## src/rtl/line_raster_engine.sv

```systemverilog
// line_raster_engine: Bresenham rasteriser, queued line commands in, pixel stream out.
// Build macro LINE_RASTER_CLIP_EN hides pixels outside H_ACTIVE x V_ACTIVE.
module line_raster_engine #(
  parameter int XW       = 11,
  parameter int YW       = 10,
  parameter int CW       = 24,
  parameter int QDEPTH   = 2,
  parameter int H_ACTIVE = 800,
  parameter int V_ACTIVE = 480
) (
  input  logic          clk,
  input  logic          reset_n,
  input  logic          cmd_valid,
  output logic          cmd_ready,
  input  logic [XW-1:0] cmd_x0,
  input  logic [YW-1:0] cmd_y0,
  input  logic [XW-1:0] cmd_x1,
  input  logic [YW-1:0] cmd_y1,
  input  logic [CW-1:0] cmd_color,
  output logic          px_valid,
  input  logic          px_ready,
  output logic [XW-1:0] px_x,
  output logic [YW-1:0] px_y,
  output logic [CW-1:0] px_color,
  output logic          px_last,
  output logic          done,
  output logic          busy
);

  localparam int W    = ((XW > YW) ? XW : YW) + 2;
  localparam int AW   = $clog2(QDEPTH);
  localparam int CMDW = 2 * XW + 2 * YW + CW;

  localparam logic [1:0] S_IDLE  = 2'd0;
  localparam logic [1:0] S_SETUP = 2'd1;
  localparam logic [1:0] S_STEP  = 2'd2;

  localparam logic [W-1:0] ONE = W'(1);

  // command FIFO storage and pointers (extra MSB tells full from empty)
  logic [CMDW-1:0] mem_q [QDEPTH];
  logic [CMDW-1:0] mem_d [QDEPTH];
  logic [AW:0]     wp_q, wp_d;
  logic [AW:0]     rp_q, rp_d;
  logic            full, empty;
  logic            push, pop;

  // latched command
  logic [XW-1:0] x0_q, x0_d;
  logic [YW-1:0] y0_q, y0_d;
  logic [XW-1:0] x1_q, x1_d;
  logic [YW-1:0] y1_q, y1_d;
  logic [CW-1:0] col_q, col_d;

  // stepping state
  logic [1:0]   state_q, state_d;
  logic [W-1:0] cx_q, cx_d;
  logic [W-1:0] cy_q, cy_d;
  logic [W-1:0] dx_q, dx_d;
  logic [W-1:0] dy_q, dy_d;
  logic [W-1:0] err_q, err_d;
  logic         sxn_q, sxn_d;
  logic         syn_q, syn_d;
  logic         done_q, done_d;

  // setup and step helpers
  logic [W-1:0]   x0e, y0e, x1e, y1e;
  logic [W-1:0]   adx, ady;
  logic signed [W:0] e2, dxs, dys;
  logic           vis;
  logic           at_end;
  logic           in_step;
  logic           adv;

  assign full  = (wp_q[AW] != rp_q[AW]) &&
                 (wp_q[AW-1:0] == rp_q[AW-1:0]);
  assign empty = (wp_q == rp_q);
  assign push  = cmd_valid && !full;
  assign pop   = (state_q == S_IDLE) && !empty;

  assign x0e = {{(W-XW){1'b0}}, x0_q};
  assign y0e = {{(W-YW){1'b0}}, y0_q};
  assign x1e = {{(W-XW){1'b0}}, x1_q};
  assign y1e = {{(W-YW){1'b0}}, y1_q};

  assign adx = (x1e >= x0e) ? (x1e - x0e) : (x0e - x1e);
  assign ady = (y1e >= y0e) ? (y1e - y0e) : (y0e - y1e);

  assign e2  = $signed({err_q, 1'b0});
  assign dxs = $signed({dx_q[W-1], dx_q});
  assign dys = $signed({dy_q[W-1], dy_q});

`ifdef LINE_RASTER_CLIP_EN
  assign vis = (cx_q < W'(H_ACTIVE)) &&
               (cy_q < W'(V_ACTIVE));
`else
  assign vis = 1'b1;
`endif

  assign at_end  = (cx_q == x1e) && (cy_q == y1e);
  assign in_step = (state_q == S_STEP);
  // visible pixels wait for the sink, hidden ones step freely
  assign adv     = in_step && (vis ? px_ready : 1'b1);

  // FIFO write side and pointer update
  always_comb begin
    mem_d = mem_q;
    wp_d  = wp_q;
    rp_d  = rp_q;
    if (push) begin
      mem_d[wp_q[AW-1:0]] = {cmd_x0, cmd_y0,
                             cmd_x1, cmd_y1,
                             cmd_color};
      wp_d = wp_q + {{AW{1'b0}}, 1'b1};
    end
    if (pop) begin
      rp_d = rp_q + {{AW{1'b0}}, 1'b1};
    end
  end

  // line FSM: pop command, derive Bresenham terms, walk the line
  always_comb begin
    state_d = state_q;
    x0_d    = x0_q;
    y0_d    = y0_q;
    x1_d    = x1_q;
    y1_d    = y1_q;
    col_d   = col_q;
    cx_d    = cx_q;
    cy_d    = cy_q;
    dx_d    = dx_q;
    dy_d    = dy_q;
    err_d   = err_q;
    sxn_d   = sxn_q;
    syn_d   = syn_q;
    done_d  = 1'b0;
    unique case (state_q)
      S_IDLE: begin
        if (pop) begin
          {x0_d, y0_d, x1_d, y1_d, col_d} =
            mem_q[rp_q[AW-1:0]];
          state_d = S_SETUP;
        end
      end
      S_SETUP: begin
        dx_d    = adx;
        dy_d    = -ady;
        err_d   = adx - ady;
        sxn_d   = (x1e < x0e);
        syn_d   = (y1e < y0e);
        cx_d    = x0e;
        cy_d    = y0e;
        state_d = S_STEP;
      end
      S_STEP: begin
        if (adv) begin
          if (at_end) begin
            done_d  = 1'b1;
            state_d = S_IDLE;
          end else begin
            if (e2 >= dys) begin
              err_d = err_d + dy_q;
              cx_d  = sxn_q ? (cx_q - ONE)
                            : (cx_q + ONE);
            end
            if (e2 <= dxs) begin
              err_d = err_d + dx_q;
              cy_d  = syn_q ? (cy_q - ONE)
                            : (cy_q + ONE);
            end
          end
        end
      end
      default: state_d = S_IDLE;
    endcase
  end

  // FIFO storage needs no reset; pointers define contents
  always_ff @(posedge clk) begin
    mem_q <= mem_d;
  end

  // control and datapath registers, synchronous active-low reset
  always_ff @(posedge clk) begin
    if (!reset_n) begin
      wp_q    <= '0;
      rp_q    <= '0;
      state_q <= S_IDLE;
      x0_q    <= '0;
      y0_q    <= '0;
      x1_q    <= '0;
      y1_q    <= '0;
      col_q   <= '0;
      cx_q    <= '0;
      cy_q    <= '0;
      dx_q    <= '0;
      dy_q    <= '0;
      err_q   <= '0;
      sxn_q   <= 1'b0;
      syn_q   <= 1'b0;
      done_q  <= 1'b0;
    end else begin
      wp_q    <= wp_d;
      rp_q    <= rp_d;
      state_q <= state_d;
      x0_q    <= x0_d;
      y0_q    <= y0_d;
      x1_q    <= x1_d;
      y1_q    <= y1_d;
      col_q   <= col_d;
      cx_q    <= cx_d;
      cy_q    <= cy_d;
      dx_q    <= dx_d;
      dy_q    <= dy_d;
      err_q   <= err_d;
      sxn_q   <= sxn_d;
      syn_q   <= syn_d;
      done_q  <= done_d;
    end
  end

  assign cmd_ready = !full;
  assign px_valid  = in_step && vis;
  assign px_x      = cx_q[XW-1:0];
  assign px_y      = cy_q[YW-1:0];
  assign px_color  = col_q;
  assign px_last   = px_valid && at_end;
  assign done      = done_q;
  assign busy      = (state_q != S_IDLE) || !empty;

endmodule

```

## config.mk

```make
export PLATFORM = sky130hd
export DESIGN_NAME = line_raster_engine
export DESIGN_NICKNAME = d
export VERILOG_FILES = /design/src/rtl/line_raster_engine.sv
export SDC_FILE = /design/constraint.sdc
export NUM_CORES = 1
export LEC_CHECK = 0
export CORE_MARGIN = 5
export CORE_UTILIZATION = 45
export CTS_CLUSTER_DIAMETER = 30
export CTS_CLUSTER_SIZE = 12
export DETAILED_ROUTE_END_ITERATION = 16
export PLACE_DENSITY = 0.61
export SKIP_LAST_GASP = 1
export SYNTH_ARGS = -nofsm -noshare
export SYNTH_HDL_FRONTEND = slang
export SYNTH_SLANG_ARGS = --single-unit
```

## constraint.sdc

```tcl
create_clock -name clk -period 11.6 [get_ports clk]
set_input_delay 2.32 -clock clk [delete_from_list [all_inputs] [get_ports clk]]
set_output_delay 2.32 -clock clk [all_outputs]
set_load 0.01 [all_outputs]
```

**Word level (Yosys, flattened, before mapping)**

Cells that the tools add are included.

- Word-level logic and storage cells: 106
- Output and inout port bits: 50
- Bits in registers: 272
- Input bits: 70

- Eq/ne operators: 13
- Mux-type cells: 31
- Add/subtract/negate cells: 14
- Bitwise gates (word level): 2
- Reduce and logical (&&, ||, !) cells: 19
- Magnitude comparators: 9

Operators by type and width:

| cell | count |
|---|---|
| $mux 66 | 4 |
| $mux 13 | 17 |
| $bwmux 132 | 1 |
| $pmux 13 s2 | 3 |
| $demux 66 s1 | 1 |
| $add 13x1->13 const B | 2 |
| $add 13x13->13 | 2 |
| $sub 13x1->13 const B | 2 |
| $sub 11x11->12 | 2 |
| $sub 10x10->11 | 2 |
| $ge 14x13->1 | 1 |
| $le 14x13->1 | 1 |
| $eq 13x10->1 | 1 |
| $eq 13x11->1 | 1 |
| $neg 13->13 | 1 |
| $sub 13x13->13 | 1 |
| $ge 11x11->1 | 1 |
| $lt 11x11->1 | 1 |
| $ge 10x10->1 | 1 |
| $lt 10x10->1 | 1 |
| $reduce_and 3->1 | 3 |
| $ne 2x1->1 const B | 4 |
| $reduce_and 4->1 | 2 |
| $logic_and 1x1->1 | 7 |
| 18 further kinds | 26 |

**Logic depth before layout (Yosys ltp)**

- Depth in word-level cells: 10
- Depth in mapped cells: 23
- Mapped depth without buffers: 22

**Worst setup path before layout**

No wires, ideal clock.

- Path kind: input-to-reg
- Start: in cmd_valid
- End: reg mem_q[100] (netlist name), enable pin
- Required time: 11.110 ns
- Library setup time: 0.490 ns
- Stages: 2
- Data arrival time: 5.152 ns
- Path buffers: 0
- Setup slack: 5.958 ns
- Cells stage by stage: nand2_1 > nor2_1

- Longest elaborated chain between the ends: 1

Ends and longest elaborated chain:

| item | line | source |
|---|---|---|
| start, declared | 13 | `input logic cmd_valid,` |
| $logic_and 1x1->1 | 78 | `assign push = cmd_valid && !full;` |
| end signal, assigned | 180 | `mem_q <= mem_d;` |
| end, declared | 41 | `logic [CMDW-1:0] mem_q [QDEPTH];` |

No other way between the ends.
A chain may end at the register's enable or synchronous reset.

**Worst setup path in the final report**

- Start: reg cx_q[11]
- End: out px_last

- Longest elaborated chain between the ends: 3

Ends and longest elaborated chain:

| item | line | source |
|---|---|---|
| start, declared | 57 | `logic [W-1:0] cx_q, cx_d;` |
| start signal, assigned | 194 | `cx_q <= '0;` |
| start signal, assigned | 211 | `cx_q <= cx_d;` |
| $eq 13x11->1 | 100 | `assign at_end = (cx_q == x1e) && (cy_q == y1e);` |
| $logic_and 1x1->1 | 100 |  |
| $logic_and 1x1->1 | 227 | `assign px_last = px_valid && at_end;` |
| end, declared | 25 | `output logic px_last,` |

No other way between the ends.

==> results.yml <==
run_status:
  status: "finished, final reports clean"
timing:
  period_minus_slack_ns: 5.15
  fin_setup_tns_ns: 0
  setup_violations: 0
  max-slew-margin-rel: 0.116
  fin_ws_ns: 6.45
  final.period_utilization: 0.444
  tightest_slew_ns: 1.32
  finalMaxSlewViolations: 0
  rsz0062_at_grt: "false"
  final.setup_skew_ns: 0.0245
  fmax_ghz: 0.194
  hold_violations: 0
drt:
  drt_iter0_drc: 714
  firstDrtPassIters: 5
  avgRoutedWirePerCell_microns: 18.2
  vias: 12200
  drc: 0
  routed_wl_microns: 40300
  detail-route-antenna-nets: 0
  avgViaCountPerCell: 5.52
synth:
  synth_edf_count: 132
  syn-num-nets: 1832
  syn_inst: 1626
  muxShareOfSynthArea: 0.0597
  synth-simple-area-share: 0.130
  synth-xor-area-share: 0.0499
  synth_top_family_by_area: "compound AO/OA/AOI/OAI gates"
  syn_avg_cell_area_sq_um: 9.82
  ys.flop_type: "dfxtp_1"
  yosys_warnings: 0
  seq_area_frac_synth: 0.423
  async_reset_ff_frac: 0
  synth-compound-area-share: 0.173
  syn_area_sq_um: 16000
  ys_types: 88
  ys_seq_elements: 271
  synthAdderAreaFrac: 0.111
floorplan:
  boundaryPins: 120
  start_util: 0.452
  die_h_microns: 198
  dieArea_sq_um: 39300
  core_sq_um: 35300
  fp.dieW_microns: 198
  num_rows: 69
flow_run:
  max-cap-violations: 0
setup_path:
  cp-start-kind: "flop"
  worst_setup_path_end_kind: "output port"
  required_ns: 9.28
  critPathKind: "reg -> out"
  crit_fanout: 4
  r2r_setup_slack_ns: 6.57
  critPathArrivalTime_ns: 2.83
clock_network:
  clockBufferDepth: 3
  post_cts_buffers: 0
  cts_tree: "yes"
  htree_num_levels: 2
  clk_latency_ns: 0.56
  cts_buffers: 49
  cts.repair.resized: 0
  cts_root_buf: "clkbuf_16"
  cts_hold_buffers: 0
  cts_sinks: 271
  path_clk_slew_ns: 0.05
cells_and_area:
  fill_cells: 3115
  drive_gt1_frac: 0.0781
  syn_to_final_growth_pct: 19.0
  n_antenna_cell: 0
  layout_common_cells: "nor2_1 (153), dfxtp_1 (138), edfxtp_1 (132), ha_1 (127), clkdlybuf4s50_1 (119)"
  layout_commonest_cell: "nor2_1"
  nNetsFinal: 1923
min_path:
  hold_class: "reg -> reg"
placed_design:
  gp_congestion: 0.899
  port-buffer-count: 119
  place_worst_setup_slack_ns: 6.53
  hpwl_microns: 29300
global_routing:
  grt_pass1_vias: 12200
  grt_max_degree: 91
  track_usage: 0.202
  grtUsageMet1: 0.264
  grtUsageMet3: 0.0458
  grt_pass1_wl_microns: 64100
  top_usage_layer: "met2"
  antenna_found_initial: 1
  use_met2: 0.331
  grt-ovfl-total: 0
## per-layer routing
layer / share of wire / wire length, microns / vias to the layer above
li1: - / - / 6110
met1: 0.44 / 17900 / 5723
met2: 0.46 / 18600 / 310
met3: 0.060 / 2440 / 86
met4: 0.033 / 1340 / 2
met5: 0.00032 / 13 / -
## layout make-up
class | instances | area, sq um | share of cell area
timing repair buffer | 131 | 1280 | 0.0674
sequential | 271 | 6750 | 0.355
clock buffer | 62 | 1330 | 0.0697
inverter | 110 | 415 | 0.0219
clock inverter | 27 | 277 | 0.0146
multi-input combinational | 1154 | 8370 | 0.441
tap | 461 | 577 | 0.0304
## state kept, by name, indices dropped and copies added (netlist names), 2 cells and up
register / flops
rp_q: 2
cx_q: 13
y0_q: 10
dx_q: 12
x0_q: 11
x1_q: 11
mem_q: 132
y1_q: 10
px_color: 24
dy_q: 13
cy_q: 13
wp_q: 2
state_q: 2
err_q: 13
## cells by family after synthesis
logic type               after synthesis
multiplexers                          94
buffers and inverters                201
XOR/XNOR                              91
AO/OA/AOI/OAI                        398
AND/OR/NAND/NOR                      435
flip-flops                           271
adder cells (fa/ha/maj)              136
## per-stage QoR
step,instance area [sq um],util,instances,hold WS (ns)
after floorplan,16000,-,1626,0.444
after global placement,17400,0.493,2127,0.462
after detailed placement,17400,0.493,2127,0.467
after CTS,19000,0.538,2216,0.475
after global routing,19000,0.538,2216,0.513
final,19000,0.538,2216,0.474
## Yosys cell counts (6+ instances only)
library cell / count / area (sq um)
o211ai_1: 7 / 52.6
a21oi_1: 78 / 390
nor2b_1: 18 / 113
a21o_1: 22 / 165
a31o_2: 6 / 52.6
edfxtp_1: 132 / 3960
o21ai_1: 6 / 30.0
nand2b_1: 19 / 119
o21a_1: 17 / 128
nand2_1: 97 / 364
nand4_1: 17 / 106
nor2_1: 154 / 578
mux2_2: 10 / 113
a211oi_1: 95 / 713
mux2i_1: 84 / 841
a311oi_1: 11 / 96.3
xor2_1: 25 / 219
or3_1: 9 / 56.3
dfxtp_1: 139 / 2780
o31a_1: 7 / 61.3
nand3_1: 36 / 180
nor3_1: 37 / 185
buf_4: 23 / 173
o21ai_0: 70 / 350
xnor2_1: 66 / 578
clkbuf_1: 56 / 210
inv_1: 107 / 402
a31oi_1: 8 / 50.1
fa_1: 9 / 180
nor4_1: 8 / 50.1
ha_1: 127 / 1590
and3_1: 11 / 68.8
and2_1: 8 / 50.1
## worst max-delay path, cell delays in order, from the launching register on
cell and delay, ns:
dfxtp_1 0.36, or4_1 0.54, nor4_1 0.32, nand3_1 0.27, nor2_1 0.22, clkdlybuf4s50_1 0.57
## worst paths after layout
path | depth (start not counted) | end | from
worst max register to register | 20 | err_q[11] | x0_q[0]
worst min-delay path | 2 | cy_q[10] | cy_q[10]
worst min register to register | 2 | cy_q[10] | cy_q[10]
worst max-delay path | 5 | px_last | cx_q[11]
Power is not shown: default switching activity piles up to over one toggle a cycle in this logic, so the estimate is an artifact.
